==> src/rtl/axi_read_arbiter.sv <==
// Round-robin arbiter that funnels NUM_REQ single-beat read requests onto one AXI4-Lite read port.
// Optional R-channel watchdog: define AXI_RD_ARB_TIMEOUT_EN.
module axi_read_arbiter #(
    parameter int ADDR_WIDTH     = 32,
    parameter int DATA_WIDTH     = 32,
    parameter int NUM_REQ        = 4,
    parameter int TIMEOUT_CYCLES = 16
) (
    input  logic                          clk,
    input  logic                          rst,
    input  logic [NUM_REQ-1:0]            req,
    input  logic [NUM_REQ*ADDR_WIDTH-1:0] req_addr,
    output logic [NUM_REQ-1:0]            gnt,
    output logic [NUM_REQ-1:0]            done,
    output logic [DATA_WIDTH-1:0]         rd_data,
    output logic [1:0]                    rd_resp,
    output logic                          busy,
    output logic [ADDR_WIDTH-1:0]         ARADDR,
    output logic                          ARVALID,
    input  logic                          ARREADY,
    input  logic                          RVALID,
    input  logic [DATA_WIDTH-1:0]         RDATA,
    input  logic [1:0]                    RRESP,
    output logic                          RREADY
);

    localparam int PW = (NUM_REQ > 1) ? $clog2(NUM_REQ) : 1;

    typedef enum logic [1:0] {IDLE, ADDR, DATA, RESP} state_t;

    state_t                  state_q;
    logic [PW-1:0]           ptr_q, gidx_q;
    logic [NUM_REQ-1:0]      gnt_q, done_q;
    logic [ADDR_WIDTH-1:0]   araddr_q;
    logic                    arvalid_q, rready_q;
    logic [DATA_WIDTH-1:0]   rd_data_q;
    logic [1:0]              rd_resp_q;

`ifdef AXI_RD_ARB_TIMEOUT_EN
    localparam int TW = $clog2(TIMEOUT_CYCLES + 1);
    logic [TW-1:0] tmo_q;
`endif

    // Rotate requests so bit 0 is the requester at ptr, then take the first set bit.
    logic [NUM_REQ-1:0] rot;
    logic [PW:0]        sum;
    logic               pick_vld;
    logic [PW-1:0]      pick_idx;

    always_comb begin
        rot      = NUM_REQ'({req, req} >> ptr_q);
        sum      = '0;
        pick_vld = 1'b0;
        pick_idx = '0;
        for (int i = 0; i < NUM_REQ; i++) begin
            if (!pick_vld && rot[i]) begin
                sum = {1'b0, ptr_q} + (PW+1)'(i);
                if (sum >= (PW+1)'(NUM_REQ))
                    sum = sum - (PW+1)'(NUM_REQ);
                pick_vld = 1'b1;
                pick_idx = sum[PW-1:0];
            end
        end
    end

    always_ff @(posedge clk or posedge rst) begin
        if (rst) begin
            state_q   <= IDLE;
            ptr_q     <= '0;
            gidx_q    <= '0;
            gnt_q     <= '0;
            done_q    <= '0;
            araddr_q  <= '0;
            arvalid_q <= 1'b0;
            rready_q  <= 1'b0;
            rd_data_q <= '0;
            rd_resp_q <= '0;
`ifdef AXI_RD_ARB_TIMEOUT_EN
            tmo_q     <= '0;
`endif
        end else begin
            case (state_q)
                IDLE: begin
                    if (pick_vld) begin
                        gnt_q     <= NUM_REQ'(1) << pick_idx;
                        gidx_q    <= pick_idx;
                        araddr_q  <= req_addr[pick_idx*ADDR_WIDTH +: ADDR_WIDTH];
                        arvalid_q <= 1'b1;
                        state_q   <= ADDR;
                    end
                end
                ADDR: begin
                    if (ARREADY) begin
                        arvalid_q <= 1'b0;
                        rready_q  <= 1'b1;
                        state_q   <= DATA;
`ifdef AXI_RD_ARB_TIMEOUT_EN
                        tmo_q     <= '0;
`endif
                    end
                end
                DATA: begin
                    if (RVALID) begin
                        rd_data_q <= RDATA;
                        rd_resp_q <= RRESP;
                        rready_q  <= 1'b0;
                        done_q    <= gnt_q;
                        state_q   <= RESP;
                    end
`ifdef AXI_RD_ARB_TIMEOUT_EN
                    // Slave never answered: complete with DECERR so the requester is released.
                    else if (tmo_q == TW'(TIMEOUT_CYCLES - 1)) begin
                        rd_data_q <= '0;
                        rd_resp_q <= 2'b11;
                        rready_q  <= 1'b0;
                        done_q    <= gnt_q;
                        state_q   <= RESP;
                    end else begin
                        tmo_q <= tmo_q + 1'b1;
                    end
`endif
                end
                RESP: begin
                    done_q  <= '0;
                    gnt_q   <= '0;
                    ptr_q   <= (gidx_q == PW'(NUM_REQ - 1)) ? '0 : gidx_q + 1'b1;
                    state_q <= IDLE;
                end
                default: state_q <= IDLE;
            endcase
        end
    end

    assign gnt     = gnt_q;
    assign done    = done_q;
    assign rd_data = rd_data_q;
    assign rd_resp = rd_resp_q;
    assign busy    = (state_q != IDLE);
    assign ARADDR  = araddr_q;
    assign ARVALID = arvalid_q;
    assign RREADY  = rready_q;

endmodule

==> config.mk <==
export PLATFORM = sky130hd
export DESIGN_NAME = axi_read_arbiter
export DESIGN_NICKNAME = d
export VERILOG_FILES = /design/src/rtl/axi_read_arbiter.sv
export SDC_FILE = /design/constraint.sdc
export NUM_CORES = 1
export LEC_CHECK = 0
export CORE_ASPECT_RATIO = 1.5
export CORE_MARGIN = 2
export CORE_UTILIZATION = 36
export CTS_BUF_LIST = sky130_fd_sc_hd__clkbuf_8
export DETAILED_ROUTE_END_ITERATION = 8
export GPL_ROUTABILITY_DRIVEN = 0
export PLACE_DENSITY = 0.79
export SYNTH_ARGS = -nofsm -noshare
export SYNTH_HDL_FRONTEND = slang
export SYNTH_SLANG_ARGS = --single-unit
==> constraint.sdc <==
create_clock -name clk -period 2.6 [get_ports clk]
set_input_delay 0.39 -clock clk [delete_from_list [all_inputs] [get_ports clk]]
set_output_delay 0.39 -clock clk [all_outputs]
set_load 0.005 [all_outputs]
==> flow_metrics.py <==
metrics = {
    "grt": {
        "gr-usage-all-layers_pct": 23.88,
        "grt_antenna_before_repair": 0,
        "grt_max_degree": 66,
        "grt_pass1_wl_um": 24240,
        "grt_pass1_vias": 4592,
        "grt_overflow": 0,
    },
    "die": {
        "initial_core_util_pct": 36.85,
        "row_count": 49,
        "core_area_sq_um": 11960,
        "io_pins": 247,
        "die-area_sq_um": 13160,
        "die_h_um": 139.5,
        "fp.dieW_um": 94.33,
    },
    "power_and_ir_drop": {
        "ir_worst_vdd_mv": 0.5003,
        "combPwrFrac_pct": 55.5,
        "p_leak_nw": 2.977,
        "pwr_density_cell_nw_per_um2": 1015,
        "total_power_w": 0.007346,
        "power.internal_w": 0.004626,
        "clockPowerShare_pct": 12.6,
        "pwr-share-seq_pct": 31.9,
        "p_sw_w": 0.002720,
        "switching_share_pct": 37.02,
    },
    "routing": {
        "wirelength_um": 15500,
        "drt_pass1_iterations": 4,
        "vias": 4321,
        "drc_errors": 0,
        "routed_via_density": 5.381,
        "avgRoutedWirePerCell_um": 19.30,
        "antenna_left": 0,
        "detail_route.iter0.violations": 177,
    },
    "sta": {
        "max_slew_margin_pct": 17.21,
        "drv_slew": 0,
        "rsz0062_at_grt": "false",
        "period_minus_slack_ns": 2.232,
        "setup_tns_ns": 0,
        "fin_skew_ns": 0.009812,
        "fin_crit_sh_pct": 85.85,
        "worst_pin_slew_ns": 1.239,
        "finalHoldViolCount": 0,
        "max_freq_ghz": 0.4480,
        "setup_viol_count_final": 0,
    },
    "clock_network": {
        "path_clk_slew_ns": 0.09,
        "cts_inserted_buffers": 9,
        "cts_buffer_depth": 2,
        "root_buffer": "clkbuf_8",
        "cts_hold_buf": 0,
        "clkSinkCount": 82,
        "cts_resized": 0,
        "cts_setup_buffers": 0,
        "ctsHtreeMaxLevel": 3,
        "cts_tree": "built",
        "clk_latency_ns": 0.35,
    },
    "finish": {
        "fin_util_pct": 60.52,
        "area_growth_pct": 64.24,
        "drive_above_1_share_pct": 13.85,
        "antenna-diode-count": 0,
        "fin_nets": 820,
        "fin_cells": 803,
        "most-common-layout-cells": "clkdlybuf4s50_1 (246), dfrtp_1 (82), o21ai_0 (50)",
        "final_common_cell": "clkdlybuf4s50_1",
        "n_fill_cell": 1049,
    },
    "logic_synthesis": {
        "ys_ff_latch": 82,
        "yosysWarningCount": 0,
        "synth_cell_type_count": 34,
        "syn_area_per_cell_sq_um": 10.96,
        "syn_nets": 577,
        "syn_area_sq_um": 4405,
        "seq_area_frac_synth_pct": 46.58,
        "syn_inst": 402,
    },
    "placement": {
        "dp_hpwl_um": 12000,
        "dp.cells": 787,
        "portBuffers": 246,
    },
    "worst_setup_path": {
        "reg2reg_depth": 6,
        "worstSetupStartpoint": "req[0]",
        "worst_setup_path_end_kind": "flop",
        "reg2reg_to": "ARADDR[9]",
        "cp.arrival_ns": 2.50,
        "endpoint": "ARADDR[9]",
        "worst-setup-path-type": "primary input to flop",
        "path_max_fanout": 65,
        "cp_data_required_time_ns": 2.87,
        "cp-start-kind": "primary input",
        "rr_startpoint": "state_q[1]",
        "r2r_slack_ns": 0.37,
    },
    "flow_run": {
        "maxCapViolCount": 0,
    },
    "worst_hold_path": {
        "min_path_type": "primary input to async pin",
    },
    "status": {
        "status": "completed",
    },
}
==> final cells by class <==
type                    count  area [sq um]  area share, %
clock inverters             7         68.82         0.9511
clock buffers               9         123.9          1.712
inverters                   8         31.28         0.4323
flip-flops and latches     82          2052          28.36
repair buffers            262          2633          36.38
well taps                 153         191.4          2.646
multi-input cells         282          2136          29.52
==> power by group through the flow <==
| stage | combinational (W) | sequential (W) | clock (W) |
|---|---|---|---|
| global placement | 0.00397 | 0.00231 | 0 |
| CTS | 0.00410 | 0.00234 | 0.000948 |
| global route | 0.00439 | 0.00243 | 0.00101 |
| floorplan | 0.00209 | 0.00232 | 0 |
| finish | 0.00408 | 0.00234 | 0.000924 |
| detailed placement | 0.00408 | 0.00236 | 0 |
==> critical path, stage by stage <==
cell and delay (ns):
clkdlybuf4s50_1 0.61, nor4_2 0.12, nor2_4 0.93, o21ai_0 0.24, o22ai_1 0.19
==> sequential cells by signal (all words and copies together) (netlist names) <==
name	count
ARADDR	32
rd_data	32
done	4
gnt	4
gidx_q	2
ptr_q	2
rd_resp	2
state_q	2
ARVALID	1
RREADY	1
==> worst min-delay path by stage <==
stage                         start     endpoint  slack, ns  cells past startpoint
final                           rst  rd_data[23]       0.26                      2
after floorplan           gidx_q[1]    gidx_q[1]       0.45                      2
after global placement    gidx_q[1]    gidx_q[1]       0.47                      2
after detailed placement  gidx_q[1]    gidx_q[1]       0.49                      2
after CTS                       rst  rd_data[23]       0.25                      2
after global routing            rst   rd_data[6]       0.25                      2
==> cells in the mapped netlist (all sizes together) <==
library cell | n | area (sq um)
buf | 17 | 148.9
inv | 8 | 30.03
o21ai | 54 | 270.3
nand2b | 3 | 18.77
mux2 | 34 | 382.9
and2b | 1 | 7.510
dfrtp | 82 | 2052
a21oi | 4 | 20.02
and2 | 1 | 6.260
a31oi | 3 | 18.77
a21o | 1 | 7.510
o21a | 1 | 7.510
o32a | 1 | 10.01
a22oi | 1 | 7.510
ha | 5 | 62.56
nor3 | 3 | 20.02
nor2 | 41 | 153.9
a221oi | 32 | 399.1
nor4 | 1 | 12.51
o32ai | 1 | 8.760
mux2i | 34 | 340.3
nand2 | 15 | 56.30
clkbuf | 13 | 48.80
nor2b | 8 | 50.05
or4b | 1 | 10.01
a31o | 1 | 8.760
o22ai | 34 | 226.5
o211a | 2 | 20.02
==> cell families after synthesis <==
logic type	count (synthesis)	share of synthesized area, %
buffers and inverters	38	5.169
and+or+nand+nor	74	7.612
DFF	82	46.58
adders and majority gates	5	1.420
muxes	68	16.42
AOI/OAI and AO/OA	135	22.81
==> stage by stage <==
stage | cell area, sq um | hold slack [ns] | setup WS (ns)
after detailed placement | 7043 | 0.4857 | 0.05748
after floorplan | 4405 | 0.4532 | 0.1016
after CTS | 7236 | 0.2457 | 0.4022
after global routing | 7236 | 0.2491 | 0.1067
after global placement | 7043 | 0.4691 | 0.1777
final | 7236 | 0.2554 | 0.3678
==> routing by layer <==
metal  wire, um  up-vias  global-route usage (%)
met5          0        -                       0
li1           -     1994                       -
met3        728       41                   3.465
met4        653        0                   11.75
met1       5562     2129                   26.59
met2       8556      157                   43.38
No activity file was read; power rests on OpenSTA's default activity.
